### config.mk
export PLATFORM = sky130hd
export DESIGN_NAME = dmac_term_evt_collector
export DESIGN_NICKNAME = d
export VERILOG_FILES = /design/src/rtl/dmac_evt_pkg.sv /design/src/rtl/dmac_evt_cnt.sv /design/src/rtl/dmac_term_evt_collector.sv
export SDC_FILE = /design/constraint.sdc
export NUM_CORES = 1
export LEC_CHECK = 0
export ABC_AREA = 1
export CAP_MARGIN = 20
export CELL_PAD_IN_SITES_DETAIL_PLACEMENT = 0
export CELL_PAD_IN_SITES_GLOBAL_PLACEMENT = 1
export CORE_MARGIN = 4
export CORE_UTILIZATION = 40
export CTS_CLUSTER_DIAMETER = 50
export DETAILED_ROUTE_END_ITERATION = 16
export MAX_ROUTING_LAYER = met4
export PLACE_DENSITY = 0.92
export SLEW_MARGIN = 20
export SYNTH_ARGS = -nofsm -noshare
export SYNTH_HDL_FRONTEND = slang
export SYNTH_SLANG_ARGS = --single-unit
### constraint.sdc
create_clock -name i_clk -period 3.43 [get_ports i_clk]
set_input_delay 0.5145 -clock i_clk [delete_from_list [all_inputs] [get_ports i_clk]]
set_output_delay 0.5145 -clock i_clk [all_outputs]
set_load 0.005 [all_outputs]
### src/rtl/dmac_evt_pkg.sv
// dmac_evt_pkg: shared sizes, line indices and types for the termination event collector.
package dmac_evt_pkg;
  localparam int NB_CORES = 8;
  localparam int CNT_WIDTH = 3;
  localparam int NB_LINES = NB_CORES + 2;
  localparam int LINE_CL = NB_CORES;
  localparam int LINE_PE = NB_CORES + 1;
  typedef enum logic {EVT = 1'b0, IRQ = 1'b1} evt_class_e;
  typedef logic [CNT_WIDTH-1:0] cnt_t;
endpackage

### src/rtl/dmac_evt_cnt.sv
// dmac_evt_cnt: saturating pending counter with ack, level request and sticky overflow.
module dmac_evt_cnt
  import dmac_evt_pkg::*;
#(
  parameter int CNT_WIDTH = dmac_evt_pkg::CNT_WIDTH
) (
  input  logic clk,
  input  logic rst,
  input  logic inc,
  input  logic ack,
  input  logic ovf_clr,
  output logic req,
  output logic ovf
);
  logic [CNT_WIDTH-1:0] cnt;
  logic dec, sat;
  assign req = |cnt;
  assign sat = &cnt;
  assign dec = ack & req;
  // pulse and ack together cancel, so a saturated line taking both never overflows
  always_ff @(posedge clk or posedge rst)
    if (rst) begin
      cnt <= '0;
      ovf <= 1'b0;
    end else begin
      if (inc & !dec & !sat) cnt <= cnt + 1'b1;
      else if (!inc & dec) cnt <= cnt - 1'b1;
      ovf <= (inc & !dec & sat) | (ovf & !ovf_clr);
    end
endmodule

### src/rtl/dmac_term_evt_collector.sv
// dmac_term_evt_collector: holds DMA termination pulses as pending counts and
// presents them as masked level requests with per-line ack and overflow flags.
module dmac_term_evt_collector
  import dmac_evt_pkg::*;
#(
  parameter int NB_CORES = dmac_evt_pkg::NB_CORES,
  parameter int CNT_WIDTH = dmac_evt_pkg::CNT_WIDTH,
  localparam int NL = NB_CORES + 2
) (
  input  logic            i_clk,
  input  logic            i_rst,
  input  logic [NL-1:0]   i_term_evt,
  input  logic [NL-1:0]   i_term_irq,
  input  logic [NL-1:0]   i_mask,
  output logic [NL-1:0]   o_evt_req,
  input  logic [NL-1:0]   i_evt_ack,
  output logic [NL-1:0]   o_irq_req,
  input  logic [NL-1:0]   i_irq_ack,
  output logic [2*NL-1:0] o_ovf,
  input  logic            i_ovf_clr,
  output logic            o_pending
);
  logic [1:0][NL-1:0] pulse, ack, raw, ovf;
  assign pulse = {i_term_irq, i_term_evt};
  assign ack = {i_irq_ack, i_evt_ack};
  for (genvar c = 0; c < 2; c++) begin : g_cls
    for (genvar i = 0; i < NL; i++) begin : g_line
      dmac_evt_cnt #(.CNT_WIDTH(CNT_WIDTH)) u_cnt (
        .clk(i_clk),
        .rst(i_rst),
        .inc(pulse[c][i]),
        .ack(ack[c][i]),
        .ovf_clr(i_ovf_clr),
        .req(raw[c][i]),
        .ovf(ovf[c][i])
      );
    end
  end
  // masking only gates the request; counting and pending ignore it
  assign o_evt_req = raw[EVT] & ~i_mask;
  assign o_irq_req = raw[IRQ] & ~i_mask;
  assign o_ovf = ovf;
  assign o_pending = |raw;
endmodule
==> flow_summary.yaml, run 1 <==
cts:
  cts_made_buffers: 9
  clock_latency_ns: 0.34
  cts_buffer_depth: 2
  cts_root_buffer: "clkbuf_16"
  cts_num_sinks: 80
  h-tree-depth: 3
  cts_hold_buf: 0
  post_cts.repair.setup_buffers: 0
  cts.repair.resized: 0
  clk_pin_slew_ns: 0.06
  cts_tree: "yes"
layout:
  multi_input_area_um2: 2990
  n_fill_cell: 1209
  synthToLayoutAreaGrowth_pct: 24.7
  regArea_um2: 2000
  drive_gt1_share_pct: 16.3
  diodes: 0
  design_area_um2: 6800
  nets: 829
power:
  p_leak_nw: 3.28
  power_mw: 5.77
  power_density_nw_per_um2: 849
  ir_drop_mv: 0.384
route:
  route.final.wire_length_um: 12300
  vias_per_cell: 4.83
  ant_nets: 0
  vias: 4525
  drt_iter0_drc: 261
  drc_errors: 0
  wl_per_cell_um: 13.1
  drtPass1Iterations: 5
logic_synthesis:
  avgSynthCellArea_um2: 8.11
  synth_seq_cells: 80
  synthDistinctLibCells: 19
  synth-edff-count: 0
  synth_area_leaders: "dfrtp_1 37%, nand2_1 15%, nand3_1 8.1%, fa_1 7.3%, nand3_4 6.1%"
  syn_nets: 745
  yosys.area.top_type: "dfrtp_1"
  synth_top_flop_cell: "dfrtp_1"
  async_flop_share_pct: 100
  yosysTopAreaCellShare_pct: 36.7
  yosysWarnings: 0
  synthCells: 672
  synth_area_um2: 5450
  ys_seq_area_share_pct: 36.7
worst_setup_path:
  reg2reg_to: "g_cls[1].g_line[8].u_cnt.cnt[2]"
  crit_path_end_kind: "primary output"
  crit_type: "reg2out"
  worst-path-max-fanout: 5
  r2r-start: "g_cls[1].g_line[8].u_cnt.cnt[0]"
  arrival_ns: 1.96
  reg2reg_slack_ns: 1.66
  start_kind: "flop"
  cp.required_ns: 2.92
  reg2reg_depth: 9
floorplan:
  coreArea_um2: 13300
  dieHeight_um: 125
  boundaryPins: 94
  die_w_um: 125
  dieArea_um2: 15600
  start_util_pct: 41.0
  rows: 42
sta:
  finalSetupTns_ns: 0
  drv_slew: 0
  fin_ws_ns: 0.952
  tightest_slew_ns: 0.451
  max_freq_mhz: 404
  rsz0062_at_grt: "false"
  relSlewSlack_pct: 70.0
  hold_ws_ns: 0.499
  skew_ns: 0.00607
  period_share_pct: 72.2
  finalSetupViolCount: 0
  fin_crit_ns: 2.48
  finalHoldViolations: 0
placed_design:
  dpl.hpwl_um: 9420
  port_buffers: 93
  gp_congestion: 0.866
  place_area_um2: 6470
  pre_cts_ws_ns: 1.23
job:
  drv_cap: 0
hold_path:
  hold_path_class: "reg2reg"
  hold-path-cell-count: 2
  hp-start: "g_cls[0].g_line[0].u_cnt.cnt[2]"
  hold_end: "g_cls[0].g_line[0].u_cnt.cnt[2]"
global_routing:
  grt.overflow.total: 0
  grt_pass1_wl_um: 21400
  antenna_found_initial: 0
  grt_pass1_vias: 4564
  grt_max_degree: 81
  grt_use_total_pct: 17.0
status:
  status: "completed"
cell usage after synthesis (19+ instances only):
cell type and n:
nand2_1 215, nand3_1 88, inv_1 82, dfrtp_1 80, nand2_2 40, a21oi_1 20
buf_4 20, fa_1 20, nor2_2 20, o22ai_1 20, nand3_4 19
cell families after synthesis:
logic type | synth area share, %
AOI/OAI and AO/OA | 4.22
and+or+nand+nor | 43.2
buffers and inverters | 8.54
DFF | 36.7
adders and majority gates | 7.34
per-stage QoR:
stage | utilization [%] | std cells
after floorplan | - | 672
after global placement | 48.7 | 921
after detailed placement | 48.7 | 921
after CTS | 51.1 | 937
after global routing | 51.1 | 937
final | 51.1 | 937
where the power goes:
group / leakage (nW) / switching, mW / total (mW) / internal, mW
Combinational: 2.12 / 1.65 / 2.85 / 1.21
Sequential: 1.00 / 0.512 / 1.87 / 1.36
Clock: 0.152 / 0.390 / 1.05 / 0.656
per-layer routing:
layer	wire length [µm]	track usage, %	share of wire [%]
met2	5820	27.1	47
met5	0	-	0
met3	470	3.13	3.8
met4	165	5.87	1.3
met1	5810	22.0	47
layout by cell type (no fill, tap or decap), drive strengths merged:
cell and count:
o21ai 1, nand3b 20, clkinvlp 2, clkbuf 11
fa 20, nand4 1, buf 2, dfrtp 80
clkinv 2, nand3 108, inv 81, o22ai 20
nand2 268, clkdlybuf4s50 93, a21oi 20, bufinv 2
nor2 30
worst max path at each step:
stage,start,slack [ns],end,depth (start not counted)
after detailed placement,i_mask[9],1.23,o_irq_req[9],3
after global routing,g_cls[1].g_line[4].u_cnt.cnt[0],0.76,o_pending,7
final,g_cls[1].g_line[4].u_cnt.cnt[0],0.95,o_pending,7
after global placement,i_mask[6],1.20,o_irq_req[6],3
after floorplan,i_rst,0.86,g_cls[0].g_line[0].u_cnt.cnt[0],1
after CTS,g_cls[0].g_line[5].u_cnt.cnt[2],0.89,o_pending,7
final cells by class:
type	instances	area share (%)
clock buffer	11	3.57
tap	176	3.24
inverter	82	4.55
clock inverter	5	1.18
sequential	80	29.4
multi-input combinational	488	43.9
timing repair buffer	95	14.1
worst max-delay path, cell delays in order, from the launching register on:
cell             delay, ns
dfrtp_1               0.45
nor2_2                0.20
nand2_1               0.08
nor2_1                0.18
nand2_1               0.08
nor2_1                0.10
nand2_1               0.08
clkdlybuf4s50_1       0.45
state kept, by name, summed over array words and instances, names as in the netlist:
signal and flops:
g_cls.g_line.u_cnt.cnt 60, g_cls.g_line.u_cnt.ovf 20
Note: power is estimated with default switching activity, not from simulation.
==> inputs of run 2 (changes only) <==
clock period = 2.4 ns   (was 3.43 ns; I/O delays follow)
==> flow_summary.yaml, run 2 (synthesis results as in run 1) <==
floorplan:
  coreArea_um2: 13300
  boundaryPins: 94
  rows: 42
  die_w_um: 125
  dieHeight_um: 125
  start_util_pct: 41.0
  dieArea_um2: 15600
worst_setup_path:
  path_cells: "nor2_2 > nand2_1 > nor2_1 > nand2_1 > nor2_1 > nand2_1 > clkdlybuf4s50_1"
  crit_path_end_kind: "primary output"
  start_kind: "flop"
  cp_slowest_cell: "clkdlybuf4s50_1"
  crit_type: "reg2out"
  arrival_ns: 1.91
  critPathBufInv: 1
  cp.required_ns: 2.04
  cp_common_cell: "nand2_1"
  crit_family: "simple AND/OR/NAND/NOR gates"
  slowest_delay_ns: 0.45
  worst-path-max-fanout: 4
global_routing:
  antenna_found_initial: 0
  grt_use_total_pct: 17.1
  grt_max_degree: 51
  grt_pass1_wl_um: 21500
  grt.busiest_layer: "met2"
  use_met3_pct: 4.16
  grt.overflow.total: 0
  grt_util_met2_pct: 29.3
  grtUsageMet1_pct: 20.4
  grt_pass1_vias: 4712
route:
  vias_per_cell: 4.89
  drt_iter0_drc: 261
  vias: 4585
  ant_nets: 0
  route.final.wire_length_um: 12600
  drtPass1Iterations: 4
  wl_per_cell_um: 13.4
  drc_errors: 0
layout:
  drive_gt1_share_pct: 16.7
  utilization_pct: 51.5
  largest_reg_flops: 60
  multi_input_area_um2: 3020
  layout.cells.most_common: "nand2_1"
  regMostFlops: "g_cls.g_line.u_cnt.cnt"
  nets: 830
  reg_top3: "g_cls.g_line.u_cnt.cnt: 60 flops, g_cls.g_line.u_cnt.ovf: 20 flops"
  synthToLayoutAreaGrowth_pct: 25.5
  design_area_um2: 6840
  n_fill_cell: 1234
  diodes: 0
  regArea_um2: 2000
  layout_common_cells: "215 x nand2_1, 93 x clkdlybuf4s50_1, 88 x nand3_1"
placed_design:
  gp_congestion: 0.796
  pre_cts_ws_ns: 0.401
  place_area_um2: 6480
  dpl.hpwl_um: 9880
  port_buffers: 93
sta:
  relSlewSlack_pct: 70.9
  max_freq_mhz: 440
  finalSetupViolCount: 0
  tightest_slew_ns: 0.435
  rsz0062_at_grt: "false"
  skew_ns: 0.00602
  drv_slew: 0
  fin_ws_ns: 0.126
  finalHoldViolations: 0
  period_share_pct: 94.7
  fin_crit_ns: 2.27
  finalSetupTns_ns: 0
  hold_ws_ns: 0.381
cts:
  cts_num_sinks: 80
  cts_tree: "yes"
  cts_made_buffers: 9
  clk_pin_slew_ns: 0.06
  h-tree-depth: 3
  cts_root_buffer: "clkbuf_16"
  clock_latency_ns: 0.34
  cts_buffer_depth: 2
job:
  drv_cap: 0
power:
  p_leak_nw: 3.28
  ir_drop_mv: 0.515
  power_density_nw_per_um2: 1220
hold_path:
  hold_path_class: "in2async"
status:
  status: "completed"
-- run 2: changes by cell type in the layout (fill, tap and decap cells not counted), sizes merged --
cell	before	now
buf	2	3
clkinv	2	1
clkinvlp	2	3
-- run 2: layout make-up --
| class | count | area share [%] |
|---|---|---|
| Sequential cell | 80 | 29.3 |
| Timing Repair Buffer | 96 | 14.1 |
| Clock buffer | 11 | 3.55 |
| Tap cell | 176 | 3.22 |
| Clock inverter | 5 | 1.17 |
| Inverter | 82 | 4.55 |
| Multi-Input combinational cell | 488 | 44.1 |
-- run 2: per-layer routing --
metal  up-vias  share of wire [%]
met5         -                  0
met4         0               0.92
met3         8                4.3
met2        98                 50
met1      2180                 45
li1       2299                  -
-- run 2: worst paths after layout --
kind,slack [ns],cells after the start,from,endpoint
hold reg to reg,0.50,2,g_cls[1].g_line[2].u_cnt.cnt[2],g_cls[1].g_line[2].u_cnt.cnt[2]
hold / removal,0.38,2,i_rst,g_cls[0].g_line[5].u_cnt.ovf
max in group asynchronous,1.42,3,i_rst,g_cls[1].g_line[9].u_cnt.cnt[2]
setup / recovery,0.13,7,g_cls[1].g_line[3].u_cnt.cnt[2],o_pending
setup reg to reg,0.63,9,g_cls[1].g_line[6].u_cnt.cnt[0],g_cls[1].g_line[6].u_cnt.cnt[2]
min in group i_clk,0.50,2,g_cls[1].g_line[2].u_cnt.cnt[2],g_cls[1].g_line[2].u_cnt.cnt[2]
-- run 2: through the flow --
step | cells | total power, mW
global route | 938 | 9.18
floorplan | 672 | 5.68
detailed placement | 922 | 6.85
finish | 938 | 8.36
CTS | 938 | 8.40
global placement | 922 | 6.57
-- run 2: what timing repair did --
item | 4_1_cts | 5_1_grt
endpoints found under the setup margin | 0 | 1
hold buffers | 0 | 0
resized for setup | 0 | 8
buffers inserted | 0 | 0
-- run 2: power by group --
| group | total [mW] | switching (mW) | leakage [nW] | internal (mW) |
|---|---|---|---|---|
| Sequential | 2.73 | 0.779 | 1.00 | 1.95 |
| Combinational | 4.14 | 2.38 | 2.13 | 1.76 |
| Clock | 1.49 | 0.555 | 0.152 | 0.938 |
| Total | 8.36 | 3.71 | 3.28 | 4.64 |
==> inputs of run 3 (changes only) <==
GPL_ROUTABILITY_DRIVEN = 0   (was unset)
==> results of run 3 <==
Same layout as run 2: the final DEF is identical, and so are final timing and power.
